**src/rtl/td4_pkg.sv**
```systemverilog
// -----------------------------------------------------------------------------
// td4_pkg
// Shared definitions for the TD4 execution controller.
//   mode_t     : controller states; the encoding is visible on the `mode` port
//                (0 RST_HOLD, 1 HALT, 2 RUN, 3 STEP).
//   OP_JMP     : upper opcode nibble of the TD4 immediate jump instruction.
//   DIV_W_DEF  : default width of the rate divider counter.
// -----------------------------------------------------------------------------
package td4_pkg;

   typedef enum logic [1:0] {
      MODE_RST_HOLD = 2'd0,
      MODE_HALT     = 2'd1,
      MODE_RUN      = 2'd2,
      MODE_STEP     = 2'd3
   } mode_t;

   localparam logic [3:0] OP_JMP    = 4'b1111;
   localparam int         DIV_W_DEF = 24;

endpackage : td4_pkg

```
**src/rtl/td4_rate_div.sv**
```systemverilog
// -----------------------------------------------------------------------------
// td4_rate_div
// Free-running rate divider for RUN mode. Counts 0..P-1 and flags `tick` in
// the cycle where the count equals P-1. The period P is picked from
// `rate_sel` only while the count is 0, so a change in mid-period takes
// effect at the start of the next period. rate_sel=0 means P=1 (tick every
// cycle).
// Ports:
//   clk       in   system clock
//   n_reset   in   synchronous active-low reset
//   clr       in   synchronous clear (holds the counter at 0)
//   rate_sel  in   period select: 0 -> 1, 1 -> DIV1, 2 -> DIV2, 3 -> DIV3
//   tick      out  combinational, high in the last cycle of a period
// -----------------------------------------------------------------------------
module td4_rate_div
   import td4_pkg::*;
#(
   parameter int               DIV_W = DIV_W_DEF,
   parameter logic [DIV_W-1:0] DIV1  = DIV_W'(2),
   parameter logic [DIV_W-1:0] DIV2  = DIV_W'(2_500_000),
   parameter logic [DIV_W-1:0] DIV3  = DIV_W'(12_500_000)
) (
   input  logic       clk,
   input  logic       n_reset,
   input  logic       clr,
   input  logic [1:0] rate_sel,
   output logic       tick
);

   logic [DIV_W-1:0] cnt;
   logic [DIV_W-1:0] per_q;
   logic [DIV_W-1:0] per_sel;
   logic [DIV_W-1:0] per_eff;

   always_comb begin
      unique case (rate_sel)
         2'd0:    per_sel = DIV_W'(1);
         2'd1:    per_sel = DIV1;
         2'd2:    per_sel = DIV2;
         default: per_sel = DIV3;
      endcase
   end

   // At count 0 a new period starts, so the live selection is used; otherwise
   // the period latched at the start of this one stays in force.
   assign per_eff = (cnt == '0) ? per_sel : per_q;
   assign tick    = (cnt == per_eff - 1'b1);

   // NOTE: state registers use non-blocking assignments so every flop samples
   // the values from before the edge, independent of statement order.
   always_ff @(posedge clk) begin
      if (!n_reset || clr) begin
         cnt   <= '0;
         per_q <= DIV_W'(1);
      end else begin
         if (cnt == '0)
            per_q <= per_sel;
         cnt <= tick ? '0 : cnt + 1'b1;
      end
   end

endmodule : td4_rate_div

```
**src/rtl/td4_run_ctrl.sv**
```systemverilog
// -----------------------------------------------------------------------------
// td4_run_ctrl
// Execution controller for the TD4 CPU. Turns button edges into RUN / STEP /
// HALT / CPU-reset sequencing, produces a one-cycle CPU clock enable at the
// selected rate, and auto-halts on a jump-to-self (end-of-program idle loop)
// or, when built with TD4_BREAKPOINT_EN defined, on an address breakpoint.
// Without TD4_BREAKPOINT_EN, bp_en/bp_addr are ignored and bp_hit stays 0.
// Ports:
//   clk          in   system clock
//   n_reset      in   synchronous active-low reset of this block
//   btn_reset    in   CPU reset request (rising edge)
//   btn_run      in   RUN request (rising edge)
//   btn_step     in   single-step request (rising edge)
//   btn_halt     in   HALT request (rising edge)
//   rate_sel     in   RUN rate select (see td4_rate_div)
//   address      in   CPU program counter
//   dout         in   instruction currently fetched from ROM
//   bp_en        in   breakpoint enable
//   bp_addr      in   breakpoint address
//   cpu_ce       out  one-cycle CPU advance enable (registered)
//   cpu_n_reset  out  active-low CPU reset (registered)
//   mode         out  current state, mode_t encoding
//   loop_halt    out  sticky: halted on jump-to-self
//   bp_hit       out  sticky: halted on breakpoint
// -----------------------------------------------------------------------------
module td4_run_ctrl
   import td4_pkg::*;
#(
   parameter int               DIV_W   = DIV_W_DEF,
   parameter logic [DIV_W-1:0] DIV1    = DIV_W'(2),
   parameter logic [DIV_W-1:0] DIV2    = DIV_W'(2_500_000),
   parameter logic [DIV_W-1:0] DIV3    = DIV_W'(12_500_000),
   parameter int               RST_CYC = 4
) (
   input  logic       clk,
   input  logic       n_reset,
   input  logic       btn_reset,
   input  logic       btn_run,
   input  logic       btn_step,
   input  logic       btn_halt,
   input  logic [1:0] rate_sel,
   input  logic [3:0] address,
   input  logic [7:0] dout,
   input  logic       bp_en,
   input  logic [3:0] bp_addr,
   output logic       cpu_ce,
   output logic       cpu_n_reset,
   output logic [1:0] mode,
   output logic       loop_halt,
   output logic       bp_hit
);

   localparam int RW = (RST_CYC > 1) ? $clog2(RST_CYC) : 1;
   localparam logic [RW-1:0] RST_LAST = RW'(RST_CYC - 1);

   mode_t         state_q, state_d;
   logic [RW-1:0] rst_cnt, rst_cnt_d;
   logic          armed, armed_d;
   logic          ce_d, loop_d, bp_d;

   logic reset_q, run_q, step_q, halt_q;
   logic reset_rise, run_rise, step_rise, halt_rise;
   logic tick, div_clr, bp_match;

   assign reset_rise = btn_reset & ~reset_q;
   assign run_rise   = btn_run   & ~run_q;
   assign step_rise  = btn_step  & ~step_q;
   assign halt_rise  = btn_halt  & ~halt_q;

   // The divider only runs in RUN; any other state holds it at 0, so entering
   // RUN always starts a fresh period.
   assign div_clr = (state_q != MODE_RUN);

   td4_rate_div #(
      .DIV_W (DIV_W),
      .DIV1  (DIV1),
      .DIV2  (DIV2),
      .DIV3  (DIV3)
   ) u_rate_div (
      .clk      (clk),
      .n_reset  (n_reset),
      .clr      (div_clr),
      .rate_sel (rate_sel),
      .tick     (tick)
   );

`ifdef TD4_BREAKPOINT_EN
   // `armed` is low until the first instruction after leaving HALT has been
   // issued, so resuming from a breakpoint steps past it.
   assign bp_match = bp_en && (address == bp_addr) && armed;
`else
   logic unused_bp;
   assign bp_match  = 1'b0;
   assign unused_bp = ^{bp_en, bp_addr, armed};
`endif

   // NOTE: every signal written here gets a default first, so no path leaves
   // one unassigned and no latch is inferred.
   always_comb begin
      state_d   = state_q;
      rst_cnt_d = rst_cnt;
      armed_d   = armed;
      loop_d    = loop_halt;
      bp_d      = bp_hit;
      ce_d      = 1'b0;

      if (reset_rise) begin
         state_d   = MODE_RST_HOLD;
         rst_cnt_d = '0;
         loop_d    = 1'b0;
         bp_d      = 1'b0;
      end else begin
         unique case (state_q)
            MODE_RST_HOLD: begin
               if (rst_cnt == RST_LAST)
                  state_d = MODE_HALT;
               else
                  rst_cnt_d = rst_cnt + 1'b1;
            end
            MODE_HALT: begin
               // halt outranks run and step when they rise together
               if (halt_rise) begin
                  state_d = MODE_HALT;
               end else if (run_rise) begin
                  state_d = MODE_RUN;
                  loop_d  = 1'b0;
                  bp_d    = 1'b0;
                  armed_d = 1'b0;
               end else if (step_rise) begin
                  state_d = MODE_STEP;
               end
            end
            MODE_RUN: begin
               if (halt_rise) begin
                  state_d = MODE_HALT;
               end else if (tick) begin
                  if (dout == {OP_JMP, address}) begin
                     loop_d  = 1'b1;
                     state_d = MODE_HALT;
                  end else if (bp_match) begin
                     bp_d    = 1'b1;
                     state_d = MODE_HALT;
                  end else begin
                     ce_d    = 1'b1;
                     armed_d = 1'b1;
                  end
               end
            end
            default: begin // MODE_STEP: unconditional single advance
               ce_d    = 1'b1;
               state_d = MODE_HALT;
            end
         endcase
      end
   end

   always_ff @(posedge clk) begin
      if (!n_reset) begin
         state_q     <= MODE_RST_HOLD;
         rst_cnt     <= '0;
         armed       <= 1'b0;
         cpu_ce      <= 1'b0;
         cpu_n_reset <= 1'b0;
         loop_halt   <= 1'b0;
         bp_hit      <= 1'b0;
         reset_q     <= 1'b0;
         run_q       <= 1'b0;
         step_q      <= 1'b0;
         halt_q      <= 1'b0;
      end else begin
         state_q     <= state_d;
         rst_cnt     <= rst_cnt_d;
         armed       <= armed_d;
         cpu_ce      <= ce_d;
         cpu_n_reset <= (state_d != MODE_RST_HOLD);
         loop_halt   <= loop_d;
         bp_hit      <= bp_d;
         reset_q     <= btn_reset;
         run_q       <= btn_run;
         step_q      <= btn_step;
         halt_q      <= btn_halt;
      end
   end

   assign mode = state_q;

endmodule : td4_run_ctrl

```
**config.mk**
```make
export PLATFORM = sky130hd
export DESIGN_NAME = td4_run_ctrl
export DESIGN_NICKNAME = d
export VERILOG_FILES = /design/src/rtl/td4_pkg.sv /design/src/rtl/td4_rate_div.sv /design/src/rtl/td4_run_ctrl.sv
export SDC_FILE = /design/constraint.sdc
export NUM_CORES = 1
export LEC_CHECK = 0
export ABC_AREA = 1
export CORE_MARGIN = 5
export CORE_UTILIZATION = 25
export CTS_BUF_LIST = sky130_fd_sc_hd__clkbuf_8 sky130_fd_sc_hd__clkbuf_16
export DETAILED_ROUTE_END_ITERATION = 8
export PLACE_DENSITY_LB_ADDON = 0.12
export SKIP_LAST_GASP = 1
export SYNTH_ARGS = -nofsm -noshare
export SYNTH_HDL_FRONTEND = slang
export SYNTH_SLANG_ARGS = --single-unit
```
**constraint.sdc**
```tcl
create_clock -name clk -period 3.7 [get_ports clk]
set_clock_uncertainty 0.15 [all_clocks]
set_input_delay 0.37 -clock clk [delete_from_list [all_inputs] [get_ports clk]]
set_output_delay 0.37 -clock clk [all_outputs]
set_load 0.02 [all_outputs]
```
Word-level counts from Yosys, hierarchy flattened
Cells that the tools add are included.
{"block": "word_totals", "inputBits": 25, "out_inout_bits": 6, "wordCells": 70, "regBits": 59}
{"block": "classes", "addsub": 3, "n_reduce_logical": 12, "muxes": 21, "eq_ne": 13, "bitwise": 10}
{"operator": "$pmux W24 S3", "count": 1}
{"operator": "$add A24 B1 Y24 const B", "count": 1}
{"operator": "$eq A24 B24 Y1", "count": 1}
{"operator": "$logic_not A24 Y1", "count": 1}
{"operator": "$mux W24", "count": 1}
{"operator": "$sub A24 B1 Y24 const B", "count": 1}
{"operator": "$mux W2", "count": 8}
{"operator": "$ne A2 B2 Y1 const B", "count": 5}
{"operator": "$eq A8 B8 Y1", "count": 1}
{"operator": "$mux W1", "count": 8}
{"operator": "$eq A2 B2 Y1 const B", "count": 3}
{"operator": "$not A1 Y1", "count": 6}
{"operator": "$pmux W2 S3", "count": 1}
{"operator": "$reduce_and A6 Y1", "count": 1}
{"operator": "$reduce_or A2 Y1", "count": 3}
{"operator": "$and A1 B1 Y1", "count": 4}
{"operator": "$eq A2 B1 Y1 const B", "count": 2}
{"operator": "$logic_not A2 Y1", "count": 2}
{"operator": "$pmux W1 S2", "count": 2}
{"operator": "$reduce_bool A2 Y1", "count": 2}
{"operator": "$add A2 B1 Y2 const B", "count": 1}
{"operator": "$ne A2 B1 Y1 const B", "count": 1}
{"operator": "$reduce_and A2 Y1", "count": 1}
{"operator": "$logic_not A1 Y1", "count": 1}
{"operator": "$logic_or A1 B1 Y1", "count": 1}

Longest topological paths before layout
{"block": "logic_depth", "ltp_word": 10, "ltp_mapped": 27, "mapped_depth_nobuf": 27}

Hierarchy
Synthesis repeated with hierarchy kept, for this count alone.
{"block": "hier_totals", "cells_unflattened": 618, "area_unflattened_um2": 3987.6}
{"module": "td4_rate_div", "area_each_um2": 3403.3, "n_inst": 1, "seq_area_each_um2": 960.9, "cells_each": 525}
{"module": "td4_run_ctrl", "area_each_um2": 584.3, "n_inst": 1, "seq_area_each_um2": 220.2, "cells_each": 93}

Worst setup path before layout
Ideal clock, no wire load.
{"block": "synth_timing", "path_kind": "reg-to-reg", "startpoint": "reg u_rate_div.cnt[0]", "endpoint": "reg u_rate_div.cnt[18]", "setup_slack_ps": 742, "synth_period_minus_slack_ps": 2958, "stages_incl_launch_ff": 23, "t_arrival_ps": 2695, "required_ps": 3437, "path_buffers": 1, "setup_ps": 113, "path_cell_list": "dfxtp_1 inv_1 ha_1 nand2_1 nor2_2 nand3_4 nand2_1 nand2_1 inv_1 ha_1 nand2_2 nor2_4 nand3_2 nor2_4 nand2_2 xor2_1 inv_1 nand3_1 nor2_2 nand2_2 nand2_4 buf_4 nor2_1"}
{"block": "synth_via", "elab_chain_cells": 5, "elab_cells_between_ends": 6, "cone_classes": "add/sub (2); eq/ne (1); mux (1); reduce/logical (2)"}
{"item": "start, declared", "line_no": "td4_rate_div.sv:30", "rtl": "logic [DIV_W-1:0] cnt;"}
{"item": "start signal, assigned", "line_no": "td4_rate_div.sv:58", "rtl": "cnt <= tick ? '0 : cnt + 1'b1;"}
{"item": "$logic_not A24 Y1", "line_no": "td4_rate_div.sv:46", "rtl": "assign per_eff = (cnt == '0) ? per_sel : per_q;"}
{"item": "$mux W24"}
{"item": "$sub A24 B1 Y24", "line_no": "td4_rate_div.sv:47", "rtl": "assign tick = (cnt == per_eff - 1'b1);"}
{"item": "$eq A24 B24 Y1", "line_no": "td4_rate_div.sv:47"}
{"item": "$reduce_or A2 Y1 (no source line)"}
Several ways; a longest one is shown, not always the timed one.
A chain may end at the register's enable or synchronous reset.

Worst setup path after layout
{"block": "layout_timing", "startpoint": "reg u_rate_div.cnt[0]", "endpoint": "reg u_rate_div.cnt[20]"}
Same word-level chain as after synthesis.

==> out/metrics.yaml <==
status: "finished clean"
min_to: "u_rate_div.cnt[0]"
synth_fp_nets: 584
area_growth_pct: 24.1
grt_pass1_vias: 3270
io_buffers: 24
route.detailed.drc: 0
synth.most_common_cell: "nand2_1"
antenna_found_initial: 0
pre_cts_slack_ns: 0.178
regToRegSetupSlack_ns: 0.35
synth_edf_count: 0
yosys.area.top_type: "dfxtp_1"
utilization_pct: 31.7
vdd_drop_max_uv: 270
crit_arrival_ns: 3.41
yosysSeqAreaShare_pct: 31.8
post_cts_resized: 0
initial_utilization_pct: 25.6
cts_tree: "done"
core_area_mm2: 0.0145
hold_violations: 0
synth_top_area_share_pct: 31.8
synth_top_flop_cell: "dfxtp_1"
post-route-min-period_ns: 3.35
cts_root_buffer: "clkbuf_16"
p_per_area_mw_per_mm2: 371
avgViaCountPerCell: 4.24
hold_class: "flop to flop"
gr-total-overflow: 0
drt_iter0_markers: 111
worst-path-max-fanout: 10
die_h_um: 132
cts_hold_buffers: 0
grt_pass1_wl_um: 15400
setup_slack_ns: 0.351
required_ns: 3.76
synth_cell_types: 37
core.rowCount: 44
r2r-start: "u_rate_div.cnt[0]"
ios: 31
syn_area_mm2: 0.00371
cts.sinks: 59
p_leak_nw: 2.03
ys_warn_count: 0
cts_setup_buffers: 0
drtAntennaViolNets: 0
cts_buffers: 9
grt_max_degree: 24
critPathCaptureType: "flop"
finalWirelength_um: 9120
die_x_um: 132
syn_avg_cell_area_um2: 6.69
vias: 3321
start_kind: "flop"
dieArea_mm2: 0.0174
drv_slew: 0
nets: 623
cap_violations: 0
drive_above_1_share_pct: 13.5
max_slew_margin_pct: 51.0
hpwl_um: 7370
clk_latency_ns: 0.33
synthTopCellsByCount: "nand2_1 (125), nor2_1 (88), inv_1 (74)"
async_reset_ff_share_pct: 0
ctsLongestPathBuffers: 2
gp_congestion: 0.760
finalCritPeriodShare_pct: 90.5
wire_per_inst_um: 11.7
grt_use_total_pct: 10.9
antenna_cells: 0
clk_pin_slew_worst_paths_ns: 0.06
path_class: "flop to flop"
reg2reg_depth: 23
synth.area.top_cells: "dfxtp_1 (32%), nand2_1 (13%), nor2_1 (8.9%), xor2_1 (8.5%), inv_1 (7.5%)"
hold_path_depth: 1
ys_seq_elements: 59
synthesis.instances: 555
tightest_slew_ns: 0.734
setup_violations: 0
max_freq_mhz: 299
r2r_end: "u_rate_div.cnt[20]"
drtPass1Iterations: 4
h-tree-depth: 3
hp-start: "u_rate_div.cnt[0]"
## where the power goes
part | internal, mW | total (mW) | switching (mW) | leakage (nW)
clock | 0.607 | 0.917 | 0.310 | 0.155
combinational | 0.0650 | 0.151 | 0.0863 | 1.40
sequential | 0.641 | 0.643 | 0.00210 | 0.477
total | 1.31 | 1.71 | 0.398 | 2.03
## through the flow
stage	hold slack, ns	area [um^2]	setup TNS [ns]	instances	total power [mW]
finish	0.315	4610	0	783	1.71
global route	0.351	4610	-0.00795	783	1.80
floorplan	0.279	3710	0	555	0.758
CTS	0.320	4580	0	783	1.75
global placement	0.300	4250	0	767	0.807
detailed placement	0.306	4250	0	767	0.807
## layout make-up
cell class	count	area, um^2
Timing Repair Buffer	40	398
Multi-Input combinational cell	408	2190
Tap cell	184	230
Sequential cell	59	1180
Clock buffer	10	239
Inverter	76	285
Fill cell	1629	9920
Clock inverter	6	88.8
## routing by layer
| metal | GRT usage [%] | vias up | part of all wire, % | routed length, um |
|---|---|---|---|---|
| met5 | 0 | - | 0 | 0 |
| met4 | 2.91 | 0 | 1.2 | 107 |
| met3 | 3.66 | 7 | 3.5 | 322 |
| met2 | 17.7 | 41 | 46 | 4220 |
| met1 | 13.9 | 1461 | 49 | 4470 |
| li1 | - | 1812 | - | - |
## worst max-delay path, cell delays in order (launching register included)
cell	delay, ns
dfxtp_1	0.33
inv_1	0.10
ha_1	0.17
nand2_1	0.09
nor2_4	0.14
nand3_4	0.12
nand2_1	0.11
nand2_1	0.10
inv_1	0.11
ha_2	0.20
nand2_2	0.10
nor2_4	0.16
nand2_1	0.10
nor2_4	0.14
nand3_1	0.11
nand3_1	0.10
nand2_1	0.06
nor2_1	0.09
nand2_1	0.10
nor2_4	0.19
nand2_2	0.11
nand2_4	0.14
buf_12	0.15
nor3_2	0.04
## how the worst max path moves through the flow
stage / start / end / slack [ns]
after floorplan: u_rate_div.cnt[0] / u_rate_div.cnt[18] / 0.74
after global placement: u_rate_div.cnt[0] / u_rate_div.cnt[20] / 0.19
after detailed placement: u_rate_div.cnt[0] / u_rate_div.cnt[20] / 0.18
after CTS: u_rate_div.cnt[0] / u_rate_div.cnt[20] / 0.16
after global routing: u_rate_div.cnt[0] / u_rate_div.cnt[22] / -0.004
final: u_rate_div.cnt[0] / u_rate_div.cnt[20] / 0.35
## placed cells by master, fill, tap and decap left out, types with 3 or more instances in the layout
cell and n:
a21oi_1 25, buf_12 3, buf_4 13, clkbuf_16 9
clkdlybuf4s50_1 24, dfxtp_1 59, ha_1 3, inv_1 74
nand2_1 124, nand2_2 14, nand3_1 41, nand4_1 12
nor2_1 87, nor2_2 10, nor2_4 10, nor3_1 4
nor3_2 4, nor3b_1 4, nor4_1 4, o21ai_0 4
xnor2_1 8, xor2_1 36
## sequential cells by signal (all words and copies together) (netlist names)
name / count
halt_q: 1
cpu_ce: 1
run_q: 1
step_q: 1
u_rate_div.cnt: 24
loop_halt: 1
mode: 2
rst_cnt: 2
cpu_n_reset: 1
reset_q: 1
u_rate_div.per_q: 24
## cells by family after synthesis
family	after synthesis	share of synthesized area, %
xor gates and xnor gates	44	10.4
buffers and inverters	88	10.1
DFF	59	31.8
other	1	0.101
AOI/OAI and AO/OA	36	5.42
adders and majority gates	4	1.35
and+or+nand+nor	323	40.9
No activity file was read; power rests on OpenSTA's default activity.
